## config.mk

```make
export PLATFORM = sky130hd
export DESIGN_NAME = umem_sched
export DESIGN_NICKNAME = d
export VERILOG_FILES = /design/src/rtl/umem_sched_pkg.sv /design/src/rtl/umem_dbg_port.sv /design/src/rtl/umem_sched.sv
export SDC_FILE = /design/constraint.sdc
export NUM_CORES = 1
export LEC_CHECK = 0
export ABC_AREA = 1
export CORE_AREA = 3 3 140 142
export DETAILED_ROUTE_END_ITERATION = 10
export DIE_AREA = 0 0 143 145
export MAX_ROUTING_LAYER = met4
export PLACE_DENSITY = 0.57
export REMOVE_ABC_BUFFERS = 1
export SLEW_MARGIN = 20
export SYNTH_ARGS = -nofsm -noshare
export SYNTH_HDL_FRONTEND = slang
export SYNTH_SLANG_ARGS = --single-unit
```

## constraint.sdc

```tcl
create_clock -name clk -period 1.29 [get_ports clk]
set_input_delay 0.258 -clock clk [delete_from_list [all_inputs] [get_ports clk]]
set_output_delay 0.258 -clock clk [all_outputs]
set_load 0.01 [all_outputs]
```

## src/rtl/umem_sched_pkg.sv

```systemverilog
// umem_sched_pkg
// Shared definitions for the unified-memory sequencer: the FSM state
// encoding, the cycles-per-instruction constants and the NOP word that the
// held instruction register resets to.
// The DBG/DWAIT states exist only when UMEM_SCHED_DBG_EN is defined.
package umem_sched_pkg;

    typedef enum logic [2:0] {
        S_FETCH = 3'd0,
        S_FWAIT = 3'd1,
        S_EXEC  = 3'd2,
        S_LWAIT = 3'd3
`ifdef UMEM_SCHED_DBG_EN
        ,
        S_DBG   = 3'd4,
        S_DWAIT = 3'd5
`endif
    } umemState_e;

    localparam int CPI_ALU  = 3;
    localparam int CPI_LOAD = 4;

    // All-zero word doubles as the NOP so a freshly reset core decodes nothing
    localparam logic [31:0] NOP_INSTR = 32'h0000_0000;

endpackage

```

## src/rtl/umem_dbg_port.sv

```systemverilog
// umem_dbg_port
// Debug-side memory access mux and read-data return for umem_sched.
// Ports:
//   inDbg_i     - sequencer is in the debug grant cycle (reset already masked)
//   inDwait_i   - sequencer is in the debug read-return cycle
//   dbgWe_i     - debug write (1) or read (0)
//   dbgAddr_i   - debug address
//   dbgWdata_i  - debug write data
//   memRdata_i  - memory read data
//   memRe_o / memWe_o / memAddr_o / memWdata_o - memory request during grant
//   dbgRdata_o  - read data, zero outside the return cycle
module umem_dbg_port #(
    parameter int AW = 32,
    parameter int DW = 32
) (
    input  logic          inDbg_i,
    input  logic          inDwait_i,
    input  logic          dbgWe_i,
    input  logic [AW-1:0] dbgAddr_i,
    input  logic [DW-1:0] dbgWdata_i,
    input  logic [DW-1:0] memRdata_i,
    output logic          memRe_o,
    output logic          memWe_o,
    output logic [AW-1:0] memAddr_o,
    output logic [DW-1:0] memWdata_o,
    output logic [DW-1:0] dbgRdata_o
);

    // Request is only presented during the grant cycle; read data arrives
    // the cycle after, which is exactly the return cycle.
    always_comb begin
        memRe_o    = inDbg_i & ~dbgWe_i;
        memWe_o    = inDbg_i & dbgWe_i;
        memAddr_o  = inDbg_i ? dbgAddr_i : '0;
        memWdata_o = inDbg_i ? dbgWdata_i : '0;
        dbgRdata_o = inDwait_i ? memRdata_i : '0;
    end

endmodule

```

## src/rtl/umem_sched.sv

```systemverilog
// umem_sched
// Multi-cycle sequencer sharing one single-port memory between instruction
// fetch, data load/store and a debug loader port. Holds the fetched
// instruction for the core and pulses commit in the last cycle of each
// instruction.
// Ports:
//   clk, rst                 - clock, synchronous active-high reset
//   cpu_pc/cpu_load/cpu_store/cpu_addr/cpu_wdata - core request side
//   instr, readdata, commit  - held instruction, load data, update enable
//   mem_re/mem_we/mem_addr/mem_wdata/mem_rdata   - memory port (1-cycle read)
//   dbg_req/dbg_we/dbg_addr/dbg_wdata            - debug request
//   dbg_gnt/dbg_rvalid/dbg_rdata                 - debug response
// Configuration: define UMEM_SCHED_DBG_EN to build the debug port; otherwise
// dbg_req is ignored and the debug outputs are held at zero.
module umem_sched
    import umem_sched_pkg::*;
#(
    parameter int AW = 32,
    parameter int DW = 32
) (
    input  logic          clk,
    input  logic          rst,
    input  logic [AW-1:0] cpu_pc,
    input  logic          cpu_load,
    input  logic          cpu_store,
    input  logic [AW-1:0] cpu_addr,
    input  logic [DW-1:0] cpu_wdata,
    output logic [DW-1:0] instr,
    output logic [DW-1:0] readdata,
    output logic          commit,
    output logic          mem_re,
    output logic          mem_we,
    output logic [AW-1:0] mem_addr,
    output logic [DW-1:0] mem_wdata,
    input  logic [DW-1:0] mem_rdata,
    input  logic          dbg_req,
    input  logic          dbg_we,
    input  logic [AW-1:0] dbg_addr,
    input  logic [DW-1:0] dbg_wdata,
    output logic          dbg_gnt,
    output logic          dbg_rvalid,
    output logic [DW-1:0] dbg_rdata
);

    umemState_e    state_q;
    logic [DW-1:0] instr_q;
    logic          dbgTake;

`ifdef UMEM_SCHED_DBG_EN
    logic          inDbg;
    logic          inDwait;
    logic          dbgMemRe;
    logic          dbgMemWe;
    logic [AW-1:0] dbgMemAddr;
    logic [DW-1:0] dbgMemWdata;

    assign inDbg   = ~rst && (state_q == S_DBG);
    assign inDwait = ~rst && (state_q == S_DWAIT);
    assign dbgTake = dbg_req;

    umem_dbg_port #(.AW(AW), .DW(DW)) u_dbg (
        .inDbg_i    (inDbg),
        .inDwait_i  (inDwait),
        .dbgWe_i    (dbg_we),
        .dbgAddr_i  (dbg_addr),
        .dbgWdata_i (dbg_wdata),
        .memRdata_i (mem_rdata),
        .memRe_o    (dbgMemRe),
        .memWe_o    (dbgMemWe),
        .memAddr_o  (dbgMemAddr),
        .memWdata_o (dbgMemWdata),
        .dbgRdata_o (dbg_rdata)
    );

    assign dbg_gnt    = inDbg;
    assign dbg_rvalid = inDwait;
`else
    assign dbgTake    = 1'b0;
    assign dbg_gnt    = 1'b0;
    assign dbg_rvalid = 1'b0;
    assign dbg_rdata  = '0;
    wire unusedDbg = &{1'b0, dbg_req, dbg_we, dbg_addr, dbg_wdata};
`endif

    // Sequencer state and the held instruction. Debug is only taken from
    // FETCH so a CPU instruction is never split by a debug access.
    always_ff @(posedge clk) begin
        if (rst) begin
            state_q <= S_FETCH;
            instr_q <= DW'(NOP_INSTR);
        end else begin
            case (state_q)
                S_FETCH: state_q <= dbgTake ? 
`ifdef UMEM_SCHED_DBG_EN
                                    S_DBG
`else
                                    S_FETCH
`endif
                                    : S_FWAIT;
                S_FWAIT: begin
                    instr_q <= mem_rdata;
                    state_q <= S_EXEC;
                end
                S_EXEC:  state_q <= cpu_load ? S_LWAIT : S_FETCH;
                S_LWAIT: state_q <= S_FETCH;
`ifdef UMEM_SCHED_DBG_EN
                S_DBG:   state_q <= dbg_we ? S_FETCH : S_DWAIT;
                S_DWAIT: state_q <= S_FETCH;
`endif
                default: state_q <= S_FETCH;
            endcase
        end
    end

    assign instr = instr_q;

    // Memory strobes and commit follow the current state within the same
    // cycle; reset masks them all so an in-flight store is never written.
    // Load wins over store when the decoder flags both.
    always_comb begin
        mem_re    = 1'b0;
        mem_we    = 1'b0;
        mem_addr  = '0;
        mem_wdata = '0;
        commit    = 1'b0;
        readdata  = '0;
        if (!rst) begin
            case (state_q)
                S_FETCH: begin
                    if (!dbgTake) begin
                        mem_re   = 1'b1;
                        mem_addr = cpu_pc;
                    end
                end
                S_EXEC: begin
                    if (cpu_load) begin
                        mem_re   = 1'b1;
                        mem_addr = cpu_addr;
                    end else if (cpu_store) begin
                        mem_we    = 1'b1;
                        mem_addr  = cpu_addr;
                        mem_wdata = cpu_wdata;
                        commit    = 1'b1;
                    end else begin
                        commit = 1'b1;
                    end
                end
                S_LWAIT: begin
                    readdata = mem_rdata;
                    commit   = 1'b1;
                end
`ifdef UMEM_SCHED_DBG_EN
                S_DBG: begin
                    mem_re    = dbgMemRe;
                    mem_we    = dbgMemWe;
                    mem_addr  = dbgMemAddr;
                    mem_wdata = dbgMemWdata;
                end
`endif
                default: begin
                end
            endcase
        end
    end

endmodule
```

After elaboration in Yosys (flattened, before gate mapping)
Index checks and enable logic that the tools add are counted.
{"block": "totals", "ff_bits": 35, "latchBits": 0, "ram_bits": 0, "mem_bits_ro": 0, "inputBits": 198, "output_inout_bits": 165, "word_cells": 28, "n_memories": 0}
{"block": "op_classes", "addsub": 0, "multipliers": 0, "div": 0, "order_cmp": 0, "eq_ne": 3, "shift": 0, "mux": 22, "n_bitwise": 0, "n_reduce_logical": 1}
{"operator": "two-way mux 32 bit", "count": 9}
{"operator": "case mux 32 bit (2 select lines)", "count": 1}
{"operator": "two-way mux 1 bit", "count": 8}
{"operator": "== test 3 x 2 -> 1 bit (second input constant)", "count": 2}
{"operator": "case mux 2 bit (3 select lines)", "count": 1}
{"operator": "case mux 1 bit (2 select lines)", "count": 2}
{"operator": "== test 3 x 1 -> 1 bit (second input constant)", "count": 1}
{"operator": "logical NOT 3 bit", "count": 1}
{"operator": "two-way mux 2 bit", "count": 1}

Longest topological paths before layout
Gate-level depths: netlist of run 1.
{"block": "depth", "ltp_word": 4, "mapped_depth": 6, "depth_no_buf": 5}

Worst setup path before layout of run 1
Ideal clock, no wire load.
{"block": "synth_path", "path_kind": "register to output", "start": "reg state_q[0]", "end": "out mem_wdata[22]", "arrival_time_ps": 1120, "required_ps": 1032, "setup_slack_ps": -88, "path_stages_with_launch": 6, "n_path_buf": 2, "path_cell_list": "dfxtp_1 > buf_2 > nor2_4 > nand4_2 > buf_2 > nor2_1"}
{"block": "synth_via", "elab_chain_len": 3}
{"item": "start, declared", "line": "umem_sched.sv:45", "source": "umemState_e state_q;"}
{"item": "start signal, assigned", "line": "umem_sched.sv:93", "source": "S_FETCH: state_q <= dbgTake ?"}
{"item": "start signal, assigned", "line": "umem_sched.sv:104", "source": "S_EXEC: state_q <= cpu_load ? S_LWAIT : S_FETCH;"}
{"item": "== test 3 x 2 -> 1 bit", "line": "umem_sched.sv:128", "source": "case (state_q)"}
{"item": "two-way mux 32 bit", "line": "umem_sched.sv:128"}
{"item": "two-way mux 32 bit", "line": "umem_sched.sv:127", "source": "if (!rst) begin"}
{"item": "end, declared", "line": "umem_sched.sv:34", "source": "output logic [DW-1:0] mem_wdata,"}
Every way passes these cells.

Final worst setup path of run 1
{"block": "layout_path", "start": "reg state_q[0]", "end": "out mem_wdata[0]"}
The elaborated chain is that of the path after synthesis.

==> results.toml, run 1 <==
[placed_design]
gp_congestion = 0.733
placed_area_um2 = 5690
dp_slack_ns = -0.970
portBuffers = 262
hpwl_mm = 10.6

[timing]
finalCritPeriodShare = 1.41
max_freq_mhz = 552
fin_ws_ns = -0.523
tns_ns = -41.39
rsz0062_at_grt = "yes"
hold_viol_final = 0
setup_violations = 132
holdWs_ns = 0.428
final-max-slew-violation-count = 0
min_period_ns = 1.81
skew_ns = 0.00495

[grt]
grt_pass1_wl_mm = 20.2
grt_start_max_net_pins = 35
overflow = 0
grt_use_total = 0.126
grt_antenna_before_repair = 0
first_global_vias = 3646

[status]
violations = "setup timing"
outcome = "finished, violations left"

[worst_setup_path]
crit_top_cell = "buf_12"
critPathSlowestCell = "dfxtp_4"
critPathMaxStageDelay_ns = 0.38
crit_buf_inv = 4
critPathLaunchType = "flip-flop"
crit_path_cell_trace = "nor2_4, buf_12, nand4_4, buf_12, clkbuf_16, nor2_2, buf_2"
path_max_fanout = 6
worst_setup_path_end_kind = "primary output"
worst_ep_arrival_time_ns = 1.55
path_delay_family = "buffers and inverters"
crit_type = "reg2out"
cp.required_ns = 1.03

[yosys]
netlist_area_um2 = 2500
ys_types = 18
yosys-top-cells-count = "nor2_1, nand2_1, inv_1"
synth-seq-cells = 34
synthFlopType = "dfxtp_1"
synth_edf_count = 0
synthAdderAreaFrac = 0
synthTopCellsByArea = "dfxtp_1, nor2_1, buf_4"
synth_compound_area_frac = 0.138
ys_warn_count = 0
synthMuxAreaShare = 0
synth_top_area_frac = 0.272
synthXorXnorAreaFrac = 0
async_flop_share = 0
synth.avg_cell_area_um2 = 5.71
yosysSeqAreaShare = 0.272
synthSimpleGateAreaFrac = 0.371
synth.most_common_cell = "nor2_1"
synth_top_family_by_area = "simple AND/OR/NAND/NOR gates"
syn_inst = 439
synth_top_area_cell = "dfxtp_1"

[pwr]
p_int_mw = 2.99
netSwitchingPower_mw = 1.42
p_sw_frac = 0.322
pwr-share-comb = 0.454
p_clk_frac = 0.271
share_seq_of_total_power = 0.275
power.leakage_nw = 3.04
pwr_density_cell_nw_per_um2 = 678
ir_drop_v = 0.000406

[drt]
routed_wirelength_mm = 14.7
num_vias = 3829
remaining_drc_errors = 0
ant_nets = 0
viasPerCell = 3.85
firstDrtPassIters = 4
wl_per_cell_um = 14.7
drt_iter0_drc = 50

[floorplanning]
rows = 50
dieArea_um2 = 20700
ios = 363
die_w_um = 143
die_y_um = 145
start_util = 0.135
core_um2 = 18600

[worst_hold_path]
hold_class = "in2reg"

[clock_tree]
insertion_delay_ns = 0.28
cts-root-buf = "clkbuf_16"
clk_path_buf_depth = 2
htreeDepth = 2
cts_tree = "done"
path_clk_slew_ns = 0.05
postCtsHoldBufs = 0
numCtsBuffers = 5
clock_sinks = 34

[cells_and_area]
regArea_um2 = 688
final_cell_area_um2 = 6500
drive_above_1_share = 0.389
finalNetCount = 958
fillers = 2002
diodes = 0
syn2layout_area_growth_pct = 159
multi_input_area_um2 = 1910

[job]
max-cap-violations = 0
==> per-stage QoR <==
step | instances | power [mW] | utilization
2_1_floorplan | 406 | 1.78 | -
3_3_place_gp | 957 | 2.99 | 0.306
3_5_place_dp | 957 | 3.00 | 0.306
4_1_cts | 977 | 4.16 | 0.311
5_1_grt | 995 | 4.65 | 0.350
6_report | 995 | 4.41 | 0.350
==> final timing paths <==
path / start / endpoint / slack [ns] / cells past startpoint
worst max-delay path: state_q[0] / mem_wdata[0] / -0.52 / 7
worst max register to register: state_q[0] / instr[18] / -0.12 / 8
worst min-delay path: rst / instr[11] / 0.43 / 5
worst min register to register: instr[2] / instr[2] / 0.48 / 2
==> worst min-delay path, delay by kind of cell <==
family	cells	cell delay (ns)
buffers and inverters	3	0.29
AO/OA/AOI/OAI	1	0.07
AND/OR/NAND/NOR	1	0.04
==> power groups by stage <==
stage                     registers (mW)  logic, mW  clock network (mW)
after floorplan                     1.30      0.483                   0
after global placement              1.23       1.77                   0
after detailed placement            1.23       1.77                   0
after CTS                           1.21       1.71                1.24
after global routing                1.23       2.16                1.27
final                               1.21       2.00                1.19
==> kinds of logic after synthesis <==
logic type | Yosys count
AOI/OAI and AO/OA | 68
and+or+nand+nor | 231
DFF | 34
other | 1
buffers and inverters | 105
==> state kept, by name, summed over array words and instances (netlist names) <==
name	count
instr	32
state_q	2
==> area by class of cell <==
type | count | area share
Clock buffer | 7 | 0.0220
Clock inverter | 1 | 0.000770
Inverter | 39 | 0.0237
Multi-Input combinational cell | 333 | 0.294
Sequential cell | 34 | 0.106
Tap cell | 234 | 0.0451
Timing Repair Buffer | 347 | 0.508
==> layer usage <==
layer	GRT usage	part of all wire	wire, µm
met5	-	0	0
met1	0.139	0.39	5680
met4	0.0276	0.013	193
met2	0.231	0.53	7780
met3	0.0260	0.068	1000
==> cell usage in the layout, fill, tap and decap left out, drive strengths merged <==
cell and n:
nor2 130, clkinv 1, nand4 1, a211oi 2, clkdlybuf4s15 2, conb 34
dfxtp 34, a21oi 34, clkbuf 23, nand3 32, clkdlybuf4s50 128, nand2 68
inv 39, bufbuf 1, dlygate4sd2 35, o21ai 32, buf 165
==> timing repair <==
item	4_1_cts	5_1_grt
buffers inserted	10	12
gates resized for setup	383	256
pin swaps	10	23
endpoints found under the hold margin	0	0
endpoints found under the setup margin	164	132
cloned	3	7
(Power assumes the default switching activity.)
==> inputs of run 2 (changes only) <==
--- a/config.mk
+++ b/config.mk
@@ -7,6 +7,7 @@
 export LEC_CHECK = 0
 export ABC_AREA = 1
 export CORE_AREA = 3 3 140 142
+export CTS_BUF_LIST = sky130_fd_sc_hd__clkbuf_4 sky130_fd_sc_hd__clkbuf_8
 export DETAILED_ROUTE_END_ITERATION = 10
 export DIE_AREA = 0 0 143 145
 export MAX_ROUTING_LAYER = met4
==> results.toml, run 2 (synthesis results as in run 1) <==
[status]
outcome = "finished, violations left"
violations = "setup timing"

[worst_setup_path]
crit_start = "state_q[1]"
timing.rr.start = "state_q[0]"
worst_setup_path_end_kind = "primary output"
regToRegSetupSlack_ns = -0.11
critPathLaunchType = "flip-flop"
worst_ep_arrival_time_ns = 1.58
crit_type = "reg2out"
path_max_fanout = 8
cp.required_ns = 1.03
crit_end = "mem_wdata[17]"
reg2reg_to = "instr[1]"
r2r_cells = 8

[drt]
remaining_drc_errors = 0
drt_iter0_drc = 59
viasPerCell = 3.91
wl_per_cell_um = 15.3
firstDrtPassIters = 4
num_vias = 3896
ant_nets = 0
routed_wirelength_mm = 15.3

[cells_and_area]
multi_input_area_um2 = 1990
fillers = 1976
diodes = 0
drive_above_1_share = 0.423
syn2layout_area_growth_pct = 166
mostFrequentLayoutCells = "clkdlybuf4s50_1, nor2_1, buf_2, nand2_1, buf_4"
layout_commonest_cell = "clkdlybuf4s50_1"
largest_reg_flops = 32
finalNetCount = 960
regArea_um2 = 688

[timing]
rsz0062_at_grt = "yes"
finalCritPeriodShare = 1.42
max_freq_mhz = 545
final-max-slew-violation-count = 0
setup_violations = 131
fin_ws_ns = -0.545
skew_ns = 0.00500
min_period_ns = 1.83
hold_viol_final = 0

[clock_tree]
cts_tree = "done"
numCtsBuffers = 5
clock_sinks = 34
insertion_delay_ns = 0.29
cts-root-buf = "clkbuf_8"
clk_path_buf_depth = 2
htreeDepth = 2
path_clk_slew_ns = 0.07

[grt]
grt_pass1_wl_mm = 20.9
overflow = 0
grt_start_max_net_pins = 29
grt_use_total = 0.132
first_global_vias = 3678
grt_antenna_before_repair = 0

[floorplanning]
rows = 50
die_y_um = 145
die_w_um = 143
ios = 363
core_um2 = 18600
dieArea_um2 = 20700
start_util = 0.135

[pwr]
pwr_density_cell_nw_per_um2 = 635
ir_drop_v = 0.000335
power.leakage_nw = 3.11
finalPower_mw = 4.24

[placed_design]
gp_congestion = 0.733
portBuffers = 262
hpwl_mm = 10.6
dp_slack_ns = -0.970

[job]
max-cap-violations = 0

[worst_hold_path]
hold_class = "reg2reg"
hp-start = "instr[2]"
[run 2: through the flow]
step                      hold slack [ns]  setup TNS (ns)  instances  area, µm²  utilization
after floorplan                     0.327         -102.11        406       2230            -
after CTS                           0.482          -49.69        985       5940        0.319
after detailed placement            0.471          -92.63        957       5690        0.306
after global routing                0.502          -53.24        997       6670        0.359
after global placement              0.463          -91.72        957       5690        0.306
final                               0.476          -42.92        997       6670        0.359
[run 2: worst max-delay path, stage by stage (launching register included)]
cell and delay [ns]:
dfxtp_4 0.38, inv_4 0.04, nor2_4 0.09, buf_12 0.13, nand4_4 0.10, buf_12 0.16, clkbuf_16 0.16, nor2_1 0.08
buf_2 0.13
[run 2: worst min path at each step]
stage,end,cells past startpoint
2_1_floorplan,state_q[1],1
4_1_cts,instr[0],2
5_1_grt,instr[2],2
3_3_place_gp,instr[6],2
6_report,instr[2],2
3_5_place_dp,instr[0],2
[run 2: what timing repair did]
| action | 4_1_cts | 5_1_grt |
|---|---|---|
| gates resized for setup | 486 | 191 |
| cloned | 7 | 10 |
| pin swaps | 10 | 24 |
| endpoints found under the hold margin | 0 | 0 |
| hold buffers | 0 | 0 |
| buffers inserted | 15 | 3 |
| endpoints found under the setup margin | 164 | 132 |
[run 2: metal layers]
metal  wire [µm]  vias to the layer above  global-route usage
li1            -                     1940                   -
met1        5770                     1767               0.145
met2        8330                      177               0.245
met3        1010                       12              0.0267
met4         167                        0              0.0242
met5           0                        -                   -
[run 2: layout make-up]
| cell class | instances | share of cell area |
|---|---|---|
| timing repair buffer | 349 | 0.517 |
| clock buffer | 7 | 0.0135 |
| clock inverter | 1 | 0.000750 |
| tap | 234 | 0.0439 |
| sequential | 34 | 0.103 |
| inverter | 39 | 0.0234 |
| multi-input combinational | 333 | 0.298 |
[run 2: power breakdown]
group          total, mW  switching (mW)  internal (mW)
Sequential          1.22          0.0660           1.15
Clock              0.838           0.387          0.452
Combinational       2.18           0.998           1.18
Total               4.24            1.45           2.78
==> inputs of run 3 (changes only) <==
--- a/config.mk
+++ b/config.mk
@@ -7,7 +7,7 @@
 export LEC_CHECK = 0
 export ABC_AREA = 1
 export CORE_AREA = 3 3 140 142
-export CTS_BUF_LIST = sky130_fd_sc_hd__clkbuf_4 sky130_fd_sc_hd__clkbuf_8
+export CTS_BUF_LIST = sky130_fd_sc_hd__clkbuf_4
 export DETAILED_ROUTE_END_ITERATION = 10
 export DIE_AREA = 0 0 143 145
 export MAX_ROUTING_LAYER = met4
@@ -16,4 +16,5 @@
 export SLEW_MARGIN = 20
 export SYNTH_ARGS = -nofsm -noshare
 export SYNTH_HDL_FRONTEND = slang
+export SYNTH_HIERARCHICAL = 1
 export SYNTH_SLANG_ARGS = --single-unit
==> results.toml, run 3 <==
[cells_and_area]
drive_above_1_share = 0.425
layout_commonest_cell = "clkdlybuf4s50_1"
instances_no_fill = 1004
mostFrequentLayoutCells = "clkdlybuf4s50_1, buf_2, nor2_1, buf_4, conb_1"
final_cell_area_um2 = 6510
diodes = 0
largest_reg_flops = 32
utilization = 0.351
finalNetCount = 967
syn2layout_area_growth_pct = 160

[yosys]
syn_inst = 439
synthTopCellsByArea = "dfxtp_1, nor2_1, buf_4"
netlist_area_um2 = 2500
yosysSeqAreaShare = 0.272
synth.most_common_cell = "nor2_1"
synth_edf_count = 0
yosys-top-cells-count = "nor2_1, nand2_1, inv_1"
ys_types = 18
synth-seq-cells = 34
synth.avg_cell_area_um2 = 5.71
synthFlopType = "dfxtp_1"
synth_top_area_cell = "dfxtp_1"
synth_top_area_frac = 0.272
ys_warn_count = 6
async_flop_share = 0

[clock_tree]
cts-root-buf = "clkbuf_4"
numCtsBuffers = 5
clk_path_buf_depth = 2
insertion_delay_ns = 0.34
path_clk_slew_ns = 0.10
htreeDepth = 2
clock_sinks = 34
cts_tree = "done"

[drt]
routed_wirelength_mm = 14.8
firstDrtPassIters = 4
viasPerCell = 3.87
num_vias = 3888
ant_nets = 0
remaining_drc_errors = 0
drt_iter0_drc = 67
wl_per_cell_um = 14.7

[timing]
setup_violations = 132
skew_ns = 0.00496
max_freq_mhz = 519
rsz0062_at_grt = "yes"
hold_viol_final = 0
final-max-slew-violation-count = 0
finalCritPeriodShare = 1.49
fin_ws_ns = -0.638
min_period_ns = 1.93
holdWs_ns = 0.397
tns_ns = -51.07

[placed_design]
hpwl_mm = 10.6
portBuffers = 262
placed_area_um2 = 5690
dp_slack_ns = -0.970
dp.cells = 957
gp_congestion = 0.733

[grt]
grt_pass1_wl_mm = 20.9
first_global_vias = 3691
grt_use_total = 0.131
grt_start_max_net_pins = 29
grt_antenna_before_repair = 0
overflow = 0

[worst_setup_path]
r2r_cells = 7
path_max_fanout = 5
worst_setup_path_end_kind = "primary output"
reg2reg_to = "instr[24]"
cp.required_ns = 1.03
crit_type = "reg2out"
timing.rr.start = "state_q[0]"
regToRegSetupSlack_ns = -0.12
critPathLaunchType = "flip-flop"
worst_ep_arrival_time_ns = 1.67

[floorplanning]
rows = 50
dieArea_um2 = 20700
ios = 363
start_util = 0.135
die_y_um = 145
die_w_um = 143
core_um2 = 18600

[status]
violations = "setup timing"
outcome = "finished, violations left"

[worst_hold_path]
hp-start = "rst"
holdPathStages = 5
hold_class = "in2reg"
holdPathEnd = "instr[17]"

[pwr]
pwr_density_cell_nw_per_um2 = 607
finalPower_mw = 3.95
ir_drop_v = 0.000266
power.leakage_nw = 3.13

[job]
max-cap-violations = 0
run 3: cell types whose count changed in the layout (fill, tap and decap cells not counted), sizes merged, moves of 2 or more:
cell           delta
buf              +13
clkdlybuf4s15     +4
dlymetal6s2s      +2
dlygate4sd2      -13
run 3: logic make-up after synthesis:
kind of cell / Yosys count / synth area share
simple gates: 231 / 0.371
other cells: 1 / 0.00150
buf+inv: 105 / 0.218
flops: 34 / 0.272
compound gates: 68 / 0.138
run 3: power breakdown:
part / internal, mW / leakage, nW / switching, mW
combinational: 1.18 / 2.81 / 0.970
sequential: 1.15 / 0.282 / 0.0560
clock: 0.226 / 0.0331 / 0.366
run 3: final cells by class:
cell class	count	area, µm²
inverters	39	156
clock buffers	6	45.0
multi-input cells	333	1910
flip-flops and latches	34	688
clock inverters	2	8.76
repair buffers	356	3410
well taps	234	293
fillers	2009	12100
run 3: repair_timing:
action / in CTS / in global routing
endpoints found under the setup margin: 164 / 141
cloned: 7 / 6
buffers inserted: 12 / 18
hold buffers: 0 / 0
pin swaps: 9 / 44
resized for setup: 422 / 257
run 3: worst max path at each step:
stage | from | endpoint | slack [ns] | cells past startpoint
global placement | cpu_load | mem_addr[3] | -0.97 | 8
detailed placement | cpu_load | mem_addr[24] | -0.97 | 8
global route | state_q[1] | mem_wdata[11] | -0.74 | 8
floorplan | state_q[0] | mem_wdata[0] | -1.05 | 3
finish | state_q[1] | mem_wdata[11] | -0.64 | 8
CTS | state_q[1] | mem_wdata[11] | -0.72 | 7
run 3: critical path, cell delays in order, from the launching register on:
cell	delay [ns]
dfxtp_4	0.39
inv_4	0.04
nor2_4	0.10
buf_12	0.13
nand4_4	0.15
buf_12	0.18
buf_16	0.13
nor2_4	0.09
buf_6	0.10
run 3: metal layers:
layer / GRT usage / part of all wire / vias to the layer above
li1: - / - / 1956
met1: 0.146 / 0.39 / 1756
met2: 0.243 / 0.53 / 168
met3: 0.0277 / 0.065 / 8
met4: 0.0214 / 0.0078 / 0
met5: - / 0 / -
